**src/rtl/spi_flash_ctrl.sv**
```systemverilog
// rtl/spi_flash_ctrl.sv - SPI mode-0 master issuing flash READ (0x03) with streamed byte reads
module spi_flash_ctrl #(
  parameter int CLKDIV = 2
) (
  input  logic        clk,
  input  logic        resetq,
  input  logic        io_wr,
  input  logic        io_rd,
  input  logic [1:0]  io_sel,
  input  logic [15:0] io_wdata,
  output logic [15:0] io_rdata,
  output logic        sck,
  output logic        cs_n,
  output logic        mosi,
  input  logic        miso
);

  typedef enum logic [2:0] {IDLE, SETUP, SHIFT, HOLD, CSHI} state_t;

  localparam logic [7:0] DIV_M1 = 8'(CLKDIV - 1);

  state_t      state_q;
  logic [7:0]  cnt_q;
  logic [5:0]  bits_q;
  logic [39:0] sr_q;
  logic [7:0]  rx_q;
  logic [7:0]  data_q;
  logic [23:0] addr_q;
  logic        busy_q;
  logic        valid_q;
  logic        sck_q;
  logic        cs_n_q;
  logic        restart_q;

  logic        wr_ok;
  logic        start_req;
  logic        next_req;
  logic        end_req;
  logic [39:0] start_word;

  // Commands are only honoured while idle or holding; busy writes vanish.
  assign wr_ok      = io_wr && !busy_q;
  assign start_req  = wr_ok && (io_sel == 2'd1);
  assign next_req   = wr_ok && (io_sel == 2'd2) && (state_q == HOLD);
  assign end_req    = wr_ok && (io_sel == 2'd3);
  assign start_word = {8'h03, addr_q[23:16], io_wdata, 8'h00};

  // The shift word MSB is the MOSI pin, so MOSI is registered and is zero once the address is out.
  assign sck  = sck_q;
  assign cs_n = cs_n_q;
  assign mosi = sr_q[39];

  // Register readback decoded straight from the select lines.
  always_comb begin
    io_rdata = 16'h0000;
    case (io_sel)
      2'd0:    io_rdata = {14'b0, valid_q, busy_q};
      2'd2:    io_rdata = {8'b0, data_q};
      default: io_rdata = 16'h0000;
    endcase
  end

  // Transfer sequencer: register writes, divider, bit shifting and pin generation.
  always_ff @(posedge clk or negedge resetq) begin
    if (!resetq) begin
      state_q   <= IDLE;
      cnt_q     <= 8'd0;
      bits_q    <= 6'd0;
      sr_q      <= 40'd0;
      rx_q      <= 8'd0;
      data_q    <= 8'd0;
      addr_q    <= 24'd0;
      busy_q    <= 1'b0;
      valid_q   <= 1'b0;
      sck_q     <= 1'b0;
      cs_n_q    <= 1'b1;
      restart_q <= 1'b0;
    end else begin
      if (io_wr && io_sel == 2'd0) addr_q[23:16] <= io_wdata[7:0];
      // A completion later in this block overrides the read-clear.
      if (io_rd && io_sel == 2'd2) valid_q <= 1'b0;
      case (state_q)
        IDLE, HOLD: begin
          if (start_req && state_q == IDLE) begin
            addr_q[15:0] <= io_wdata;
            sr_q         <= start_word;
            bits_q       <= 6'd40;
            cs_n_q       <= 1'b0;
            busy_q       <= 1'b1;
            cnt_q        <= DIV_M1;
            state_q      <= SETUP;
          end else if (start_req || end_req) begin
            // START while holding drops CS first, then relaunches from CSHI.
            if (start_req) addr_q[15:0] <= io_wdata;
            restart_q <= start_req;
            cs_n_q    <= 1'b1;
            busy_q    <= 1'b1;
            valid_q   <= 1'b0;
            sr_q      <= 40'd0;
            cnt_q     <= DIV_M1;
            state_q   <= CSHI;
          end else if (next_req) begin
            bits_q  <= 6'd8;
            sr_q    <= 40'd0;
            busy_q  <= 1'b1;
            cnt_q   <= DIV_M1;
            state_q <= SHIFT;
          end
        end
        CSHI: begin
          if (cnt_q == 8'd0) begin
            cnt_q <= DIV_M1;
            if (restart_q) begin
              restart_q <= 1'b0;
              sr_q      <= {8'h03, addr_q, 8'h00};
              bits_q    <= 6'd40;
              cs_n_q    <= 1'b0;
              state_q   <= SETUP;
            end else begin
              busy_q  <= 1'b0;
              state_q <= IDLE;
            end
          end else begin
            cnt_q <= cnt_q - 8'd1;
          end
        end
        SETUP: begin
          if (cnt_q == 8'd0) begin
            cnt_q   <= DIV_M1;
            state_q <= SHIFT;
          end else begin
            cnt_q <= cnt_q - 8'd1;
          end
        end
        SHIFT: begin
          if (cnt_q == 8'd0) begin
            cnt_q <= DIV_M1;
            if (!sck_q) begin
              sck_q <= 1'b1;
              rx_q  <= {rx_q[6:0], miso};
            end else begin
              sck_q <= 1'b0;
              if (bits_q == 6'd1) begin
                busy_q  <= 1'b0;
                valid_q <= 1'b1;
                data_q  <= rx_q;
                sr_q    <= 40'd0;
                state_q <= HOLD;
              end else begin
                bits_q <= bits_q - 6'd1;
                sr_q   <= {sr_q[38:0], 1'b0};
              end
            end
          end else begin
            cnt_q <= cnt_q - 8'd1;
          end
        end
        default: state_q <= IDLE;
      endcase
    end
  end

endmodule

```
**config.mk**
```make
export PLATFORM = sky130hd
export DESIGN_NAME = spi_flash_ctrl
export DESIGN_NICKNAME = d
export VERILOG_FILES = /design/src/rtl/spi_flash_ctrl.sv
export SDC_FILE = /design/constraint.sdc
export NUM_CORES = 1
export LEC_CHECK = 0
export ABC_CLOCK_PERIOD_IN_PS = 2150
export BUFFER_PORTS_ARGS = -buffer_cell sky130_fd_sc_hd__buf_2
export CELL_PAD_IN_SITES_DETAIL_PLACEMENT = 1
export CELL_PAD_IN_SITES_GLOBAL_PLACEMENT = 2
export CORE_AREA = 2 2 119 109
export CTS_CLUSTER_SIZE = 20
export DETAILED_ROUTE_END_ITERATION = 6
export DIE_AREA = 0 0 121 111
export PLACE_DENSITY_LB_ADDON = 0.1
export SYNTH_ARGS = -nofsm -noshare
export SYNTH_HDL_FRONTEND = slang
export SYNTH_SLANG_ARGS = --single-unit
export TNS_END_PERCENT = 1
```
**constraint.sdc**
```tcl
create_clock -name clk -period 2.15 [get_ports clk]
set_input_delay 0.5375 -clock clk [delete_from_list [all_inputs] [get_ports clk]]
set_output_delay 0.5375 -clock clk [all_outputs]
set_load 0.02 [all_outputs]
```
Word level (Yosys, flattened, before mapping)
Index checks and enable logic that the tools add are counted.
{"block": "totals", "register_bits": 102, "latchBits": 0, "mem_bits_rw": 0, "rom_bits": 0, "in_bits": 23, "out_inout_bits": 19, "word_cells": 132, "n_memories": 0}
{"block": "classes", "addsub": 2, "multipliers": 0, "div": 0, "order_cmp": 0, "eq_ne": 22, "n_shift": 0, "muxes": 63, "bitwise_logic": 1, "reduce_logical": 31}
{"operator": "two-way mux 40 bit", "count": 8}
{"operator": "case mux 40 bit (3 select lines)", "count": 1}
{"operator": "two-way mux 16 bit", "count": 3}
{"operator": "two-way mux 6 bit", "count": 8}
{"operator": "two-way mux 8 bit", "count": 4}
{"operator": "case mux 8 bit (2 select lines)", "count": 2}
{"operator": "two-way mux 3 bit", "count": 8}
{"operator": "two-way mux 1 bit", "count": 23}
{"operator": "inequality test 2 bit, second input constant", "count": 10}
{"operator": "case mux 6 bit (3 select lines)", "count": 1}
{"operator": "case mux 3 bit (4 select lines)", "count": 1}
{"operator": "AND reduction 4 bit", "count": 3}
{"operator": "AND reduction 6 bit", "count": 2}
{"operator": "inequality test 3 bit, second input constant", "count": 3}
{"operator": "logical AND 1 bit", "count": 8}
{"operator": "zero test 8 bit", "count": 1}
{"operator": "AND reduction 8 bit", "count": 1}
{"operator": "nonzero test 2 bit", "count": 4}
{"operator": "subtractor 8 x 1 -> 8 bit, second input constant", "count": 1}
{"operator": "AND reduction 7 bit", "count": 1}
{"operator": "== test 3 x 2 -> 1 bit, second input constant", "count": 2}
{"operator": "== test 6 x 1 -> 1 bit, second input constant", "count": 1}
{"operator": "case mux 1 bit (2 select lines)", "count": 3}
{"operator": "AND reduction 3 bit", "count": 2}
{"operator": "other kinds (16)", "count": 18}

Logic depth before layout (Yosys ltp)
Gate-level depths: netlist of the first run.
{"block": "depth", "depth_word": 8, "depth_mapped": 8, "ltp_nobuf": 7}

Worst setup path after synthesis of the first run
Ideal clock, no wire load.
{"block": "synth_timing", "kind": "input-to-reg", "from": "input io_sel[0]", "to": "register addr_q[10]", "setup_ps": 125, "arrival_ps": 2058, "required_time_ps": 2025, "slack_ps": -33, "stages": 5, "path_buffers": 2, "path_cell_list": "buf_2 nand3b_1 nor4_2 buf_4 mux2_2"}
{"block": "synth_between", "elab_chain_len": 5, "elab_cells_between_ends": 10, "classes_between": "eq/ne: 2; mux: 1; reduce/logical: 7"}
{"item": "start, declared", "line": "9", "source": "input logic [1:0] io_sel,"}
{"item": "== test 2 x 1 -> 1 bit or == test 2 bit (tied branches)", "line": "43, 45"}
{"item": "logical AND 1 bit (on tied branches)", "line": "43, 45"}
{"item": "logical AND 1 bit or logical OR 1 bit (tied branches)", "line": "84, 92"}
{"item": "nonzero test 2 bit (no line)"}
{"item": "AND reduction 3 bit (no line)"}
{"item": "end signal, assigned", "line": "85", "source": "addr_q[15:0] <= io_wdata;"}
{"item": "end signal, assigned", "line": "94", "source": "if (start_req) addr_q[15:0] <= io_wdata;"}
{"item": "end, declared", "line": "28", "source": "logic [23:0] addr_q;"}
Parallel ways exist; a longest one is shown, timed or not.
A chain may end at the register's enable or synchronous reset.

Worst setup path after layout of the first run
{"block": "layout_timing", "from": "register cnt_q[0]", "to": "register rx_q[1]"}
{"block": "layout_between", "elab_chain_len": 2}
{"item": "start, declared", "line": "23", "source": "logic [7:0] cnt_q;"}
{"item": "start signal, assigned", "line": "124", "source": "cnt_q <= cnt_q - 8'd1;"}
{"item": "start signal, assigned", "line": "132", "source": "cnt_q <= cnt_q - 8'd1;"}
{"item": "start signal, assigned", "line": "155", "source": "cnt_q <= cnt_q - 8'd1;"}
{"item": "zero test 8 bit", "line": "136", "source": "if (cnt_q == 8'd0) begin"}
{"item": "AND reduction 3 bit (no line)"}
{"item": "end signal, assigned", "line": "140", "source": "rx_q <= {rx_q[6:0], miso};"}
{"item": "end, declared", "line": "26", "source": "logic [7:0] rx_q;"}
Every way passes these cells.

==> run_results.csv, run 1 <==
group,metric,value,unit
status,outcome,"completed",
detailed_routing,ant_nets,0,
clocking,numCtsBuffers,9,
logic_synthesis,synth_top_family_by_area,"compound AO/OA/AOI/OAI gates",
floorplan,core-area,0.0123,mm^2
detailed_routing,drt_iter0_drc,162,
grt,grt_pass1_wl,19300,um
timing,finalHoldViolCount,0,
logic_synthesis,ys_types,67,
logic_synthesis,synth_compound_area_frac,0.187,
setup_path,endpoint_kind,"flip-flop",
logic_synthesis,synth_most_common_cell,"dfrtp_1",
pwr,peakVddDrop,0.501,mV
logic_synthesis,synth_area_per_cell,10.7,um^2
pwr,p_per_area,671,mW/mm^2
timing,rsz0062_at_grt,"true",
setup_path,worstPathRequired,2380,ps
timing,worst_pin_slew,517,ps
logic_synthesis,synth_fa_ha_area_frac,0.0108,
grt,grt_max_degree,58,
logic_synthesis,synth_area_leaders,"dfrtp_1 50%, mux2_2 9.0%, nand2_1 4.1%, a22oi_1 4.0%, a22o_1 3.2%",
logic_synthesis,synthArstFlopShare,1.00,
floorplan,die_w,121,um
place,dp_cells,635,
finish,seqCellArea,0.00235,mm^2
logic_synthesis,synth_edf_count,0,
grt,track_usage,0.182,
clocking,cts.clk_slew.worst_paths,70,ps
timing,fmax,0.474,GHz
timing,slew_viol_final,0,
logic_synthesis,synth_xor_area_frac,0.00376,
finish,areaGrowthSynthToFinish,19.4,%
logic_synthesis,synth_area,0.00465,mm^2
finish,nets,514,
detailed_routing,drc,0,
setup_path,crit_type,"reg2reg",
detailed_routing,routedWlPerCell,17.3,um
logic_synthesis,yosysSeqAreaShare,0.506,
finish,drive_gt1_frac,0.305,
finish,fin_cells,656,
setup_path,critical-path-max-stage-delay,400,ps
timing,finalSetupViolCount,0,
floorplan,ioPinCount,42,
timing,skew,4.94,ps
setup_path,rrSetupSlack,40,ps
pwr,leakagePower,2.47,nW
timing,setup_tns,0,ps
finish,antennaDiodeCount,0,
logic_synthesis,yosysWarnings,0,
logic_synthesis,synth-simple-area-share,0.140,
logic_synthesis,syn_inst,434,
setup_path,cp.buffers_inverters,1,
timing,layout_setup_ws,39.9,ps
setup_path,path_cells,"inv_1 -> ha_1 -> or2b_4 -> nor3_4 -> nand2_2 -> nor2_4 -> mux2_2",
detailed_routing,dr.pass1.iters,6,
setup_path,r2r.worst_path.cells,7,
logic_synthesis,ys_top_cells_by_count,"93 x dfrtp_1, 51 x nand2_1, 37 x mux2_2",
setup_path,cp_top_family,"simple AND/OR/NAND/NOR gates",
setup_path,crit_path_top_delay_cell,"dfrtp_1",
setup_path,rr_startpoint,"cnt_q[0]",
setup_path,critPathLaunchType,"flip-flop",
job,maxCapViolations,0,
floorplan,initial_core_util,0.377,
floorplan,die_y,111,um
timing,fin_crit_sh,0.981,
clocking,cts_tree,"yes",
logic_synthesis,ys_ff_latch,94,
logic_synthesis,synth_top_area_share,0.500,
setup_path,worstPathArrival,2340,ps
grt,grt-ovfl-total,0,
grt,grt_pass1_vias,3631,
hold_path,hold_path_class,"in2async",
setup_path,r2r_end,"rx_q[1]",
detailed_routing,vias_per_cell,5.32,
clocking,cts_sinks,94,
place,place_congestion,0.759,
logic_synthesis,ys.flop_type,"dfrtp_1",
place,io_buffers,33,
timing,finalCriticalPeriod,2110,ps
clocking,clockBufferDepth,2,
clocking,clk_latency,350,ps
logic_synthesis,synth_top_area_cell,"dfrtp_1",
grt,antenna_found_initial,0,
place,dp_hpwl,7550,um
clocking,h-tree-depth,3,
clocking,clockRootBuffer,"clkbuf_16",
finish,multi_input_area,0.00214,mm^2
finish,num-fill-cells,1359,
logic_synthesis,muxShareOfSynthArea,0.104,
floorplan,rows,39,
detailed_routing,vias,3493,
place,place_ws,17.3,ps
floorplan,dieArea,0.0134,mm^2
timing,slew_headroom,0.655,
setup_path,crit_fanout,8,
detailed_routing,totalWireLength,11400,um
routing by layer:
| layer | share of wire | global-route usage |
|---|---|---|
| met5 | 0 | 0 |
| met4 | 0.013 | 0.0535 |
| met3 | 0.033 | 0.0391 |
| met2 | 0.45 | 0.276 |
| met1 | 0.50 | 0.262 |
logic make-up (layout without fill, tap and decap cells):
family	Yosys count	count (layout)
AO/OA/AOI/OAI	126	126
XOR/XNOR	2	2
adder cells (fa/ha/maj)	4	4
buffers and inverters	43	94
flip-flops	94	94
multiplexers	43	43
other	1	8
AND/OR/NAND/NOR	121	121
how the worst max path moves through the flow:
| stage | start | end | slack [ps] | depth (start not counted) |
|---|---|---|---|---|
| floorplan | io_sel[0] | addr_q[10] | 100 | 5 |
| detailed placement | cnt_q[0] | state_q[0] | 20 | 8 |
| global placement | cnt_q[4] | data_q[0] | 90 | 5 |
| global route | cnt_q[0] | rx_q[1] | -90 | 7 |
| finish | cnt_q[0] | rx_q[1] | 40 | 7 |
| CTS | cnt_q[4] | rx_q[7] | -2 | 5 |
final cells by class:
class                   count  share of cell area
repair buffers             70              0.0887
well taps                 164              0.0369
inverters                   8             0.00540
clock buffers               9              0.0405
multi-input cells         304               0.386
flip-flops and latches     94               0.424
clock inverters             7              0.0189
registers in the layout, summed over array words and instances, names as in the netlist:
| register | count |
|---|---|
| state_q | 3 |
| rx_q | 8 |
| data_q | 8 |
| cnt_q | 8 |
| sr_q | 32 |
| busy_q | 1 |
| cs_n | 1 |
| addr_q | 24 |
| bits_q | 6 |
| restart_q | 1 |
| valid_q | 1 |
| sck | 1 |
cells in the final DEF, fill, tap and decap left out, drive strengths merged, types with 3 or more instances in the layout:
| cell type | n |
|---|---|
| o31ai | 3 |
| or2 | 4 |
| nand3 | 3 |
| mux2 | 41 |
| and2 | 8 |
| conb | 8 |
| nor3 | 13 |
| dfrtp | 93 |
| inv | 11 |
| or3 | 3 |
| a22o | 17 |
| nor2 | 21 |
| a21oi | 12 |
| a22oi | 25 |
| ha | 4 |
| nand2 | 52 |
| clkbuf | 10 |
| a21o | 3 |
| buf | 69 |
| o21ai | 45 |
power breakdown:
| part | total, W | switching [W] | leakage [nW] | internal, W |
|---|---|---|---|---|
| registers | 0.00182 | 0.0000193 | 1.23 | 0.00180 |
| clock network | 0.00177 | 0.000732 | 0.159 | 0.00104 |
| logic | 0.000137 | 0.0000822 | 1.08 | 0.0000545 |
stage by stage:
step / util / hold slack (ps) / power (W) / area (um^2)
after floorplan: - / 242 / 0.00192 / 4690
after global placement: 0.418 / 460 / 0.00199 / 5170
after detailed placement: 0.418 / 469 / 0.00200 / 5170
after CTS: 0.445 / 183 / 0.00380 / 5500
after global routing: 0.450 / 186 / 0.00388 / 5560
final: 0.450 / 166 / 0.00373 / 5560
what timing repair did:
item | in CTS | in global routing
buffers inserted | 0 | 5
hold buffers | 0 | 0
pin swaps | 1 | 3
resized for setup | 1 | 5
setup endpoints to repair | 8 | 17
Power figures use the tool's default switching activity.
==> run 2, diff against run 1 <==
- ABC_CLOCK_PERIOD_IN_PS: 2150 -> 1920
- CORE_AREA: 2 2 119 109 -> 2 2 125 115
- DIE_AREA: 0 0 121 111 -> 0 0 127 117
- clock period: 2.15 -> 1.92 ns (I/O delays scaled with it)
==> run 2 against run 1 <==
  * The flow now finishes with violations (negative setup slack)
  * Sequential power grew 12%
  * Setup slack lost 130 ps
  * Sequential cell count is the same
  * Critical path depth shrank 1
  * Power grew 4.1%
  * Clock skew is essentially flat
  * Routed wire length grew 5.2%
  * Clock-buffer cell count grew 2
  * Non-clock buffer count grew 28
  * First-iteration DRC count grew 6.2%
  * Combinational power grew 20%
  * Sequential share of layout area shrank 2.2 points
  * Critical path type unchanged
  * Critical endpoint is now bits_q[3]
  * Largest cell class unchanged
  * Largest power group unchanged
==> run_results.csv, run 2 (synthesis gave the netlist of run 1 again) <==
group,metric,value,unit
timing,finalSetupViolCount,46,
clocking,clockBufferDepth,2,
grt,grt_pass1_wl,20000,um
floorplan,ioPinCount,42,
floorplan,die_w,127,um
grt,antenna_found_initial,0,
place,place_congestion,0.793,
place,dp_hpwl,8240,um
timing,layout_setup_ws,-94.8,ps
setup_path,worstSetupStartpoint,"cnt_q[6]",
job,maxCapViolations,0,
clocking,cts.clk_slew.worst_paths,70,ps
floorplan,rows,41,
clocking,h-tree-depth,3,
detailed_routing,vias,3517,
detailed_routing,drt_iter0_drc,172,
timing,slew_viol_final,0,
floorplan,die_y,117,um
timing,slew_headroom,0.643,
setup_path,rr_startpoint,"cnt_q[6]",
detailed_routing,dr.pass1.iters,4,
setup_path,r2r_end,"bits_q[3]",
pwr,peakVddDrop,0.462,mV
status,outcome,"finished, violations left",
detailed_routing,totalWireLength,12000,um
timing,rsz0062_at_grt,"true",
timing,worst_pin_slew,536,ps
finish,antennaDiodeCount,0,
place,dp_cells,675,
finish,post-route-util,0.429,
detailed_routing,vias_per_cell,5.08,
floorplan,initial_core_util,0.341,
timing,hold_slack,65.4,ps
finish,num-fill-cells,1492,
setup_path,endpoint,"bits_q[3]",
setup_path,endpoint_kind,"flip-flop",
finish,largest-register,"sr_q",
finish,drive_gt1_frac,0.359,
place,io_buffers,33,
setup_path,worstPathRequired,2130,ps
finish,nets,543,
grt,grt_pass1_vias,3777,
clocking,hold_buffers,0,
clocking,clk_latency,340,ps
clocking,cts_sinks,94,
timing,setup_tns,-1670,ps
setup_path,worstPathArrival,2230,ps
detailed_routing,routedWlPerCell,17.2,um
grt,grt-ovfl-total,0,
setup_path,crit_type,"reg2reg",
timing,finalHoldViolCount,0,
detailed_routing,ant_nets,0,
finish,areaGrowthSynthToFinish,25.8,%
timing,fin_crit_sh,1.05,
status,failed_checks,"negative setup slack",
setup_path,crit_fanout,4,
timing,fmax,0.496,GHz
grt,grt_max_degree,34,
hold_path,hold_path_class,"in2async",
setup_path,rrSetupSlack,-90,ps
pwr,leakagePower,2.62,nW
finish,largest_reg_flops,32,
timing,skew,5.20,ps
clocking,clockRootBuffer,"clkbuf_16",
finish,final_cell_mix,"93 x dfrtp_1, 57 x buf_4, 51 x nand2_1",
pwr,p_per_area,663,mW/mm^2
setup_path,r2r.worst_path.cells,6,
finish,final_common_cell,"dfrtp_1",
detailed_routing,drc,0,
place,post_dp_cell_area,0.00547,mm^2
finish,design_area,0.00586,mm^2
timing,finalCriticalPeriod,2010,ps
grt,track_usage,0.173,
clocking,numCtsBuffers,9,
floorplan,core-area,0.0136,mm^2
floorplan,dieArea,0.0149,mm^2
finish,reg_top3,"sr_q (32), addr_q (24)",
clocking,cts_tree,"yes",
setup_path,critPathLaunchType,"flip-flop",
finish,fin_cells,693,
## run 2: cell types whose count changed in the layout (fill, tap and decap cells not counted), sizes merged
cell	previous run	this run
bufinv	2	0
inv	11	9
nor2	21	22
clkbuf	10	11
clkinvlp	1	2
buf	69	98
clkinv	1	2
## run 2: final cells by class
| class | instances | area [um^2] | area share |
|---|---|---|---|
| Multi-Input combinational cell | 305 | 2210 | 0.378 |
| Timing Repair Buffer | 98 | 768 | 0.131 |
| Inverter | 8 | 30.0 | 0.00513 |
| Sequential cell | 94 | 2350 | 0.402 |
| Clock inverter | 5 | 33.8 | 0.00577 |
| Clock buffer | 11 | 243 | 0.0414 |
| Tap cell | 172 | 215 | 0.0367 |
## run 2: worst min-delay path by stage
stage / from / end / slack, ps / depth (start not counted)
5_1_grt: resetq / cnt_q[0] / 90 / 1
4_1_cts: resetq / cnt_q[0] / 70 / 1
2_1_floorplan: resetq / addr_q[0] / 180 / 0
3_3_place_gp: resetq / cnt_q[1] / 450 / 1
6_report: resetq / cnt_q[0] / 70 / 1
3_5_place_dp: resetq / cnt_q[0] / 450 / 1
## run 2: metal layers
metal,global-route usage,wire [um]
met5,0,0
met4,0.0484,114
met3,0.0345,303
met2,0.281,5530
met1,0.237,6000
## run 2: what timing repair did
item,CTS,global route
cloned,1,0
endpoints found under the hold margin,0,0
pin swaps,7,5
resized for setup,18,8
endpoints found under the setup margin,61,89
setup buffers,1,0
## run 2: per-stage QoR
step	power [W]	setup WS [ps]
floorplan	0.00215	-60.6
global placement	0.00224	-113
detailed placement	0.00225	-146
CTS	0.00395	-112
global route	0.00404	-219
finish	0.00388	-94.8
## run 2: critical path, stage by stage (launching register included)
cell	delay, ps
dfrtp_1	390
or4_4	590
nor3_4	220
buf_4	180
nand4_1	150
o41ai_2	240
o31ai_1	120
## run 2: where the power goes
group	total, W	switching (W)	internal, W	leakage, nW
combinational	0.000164	0.0000945	0.0000691	1.26
clock	0.00168	0.000764	0.000914	0.132
sequential	0.00204	0.0000201	0.00202	1.23
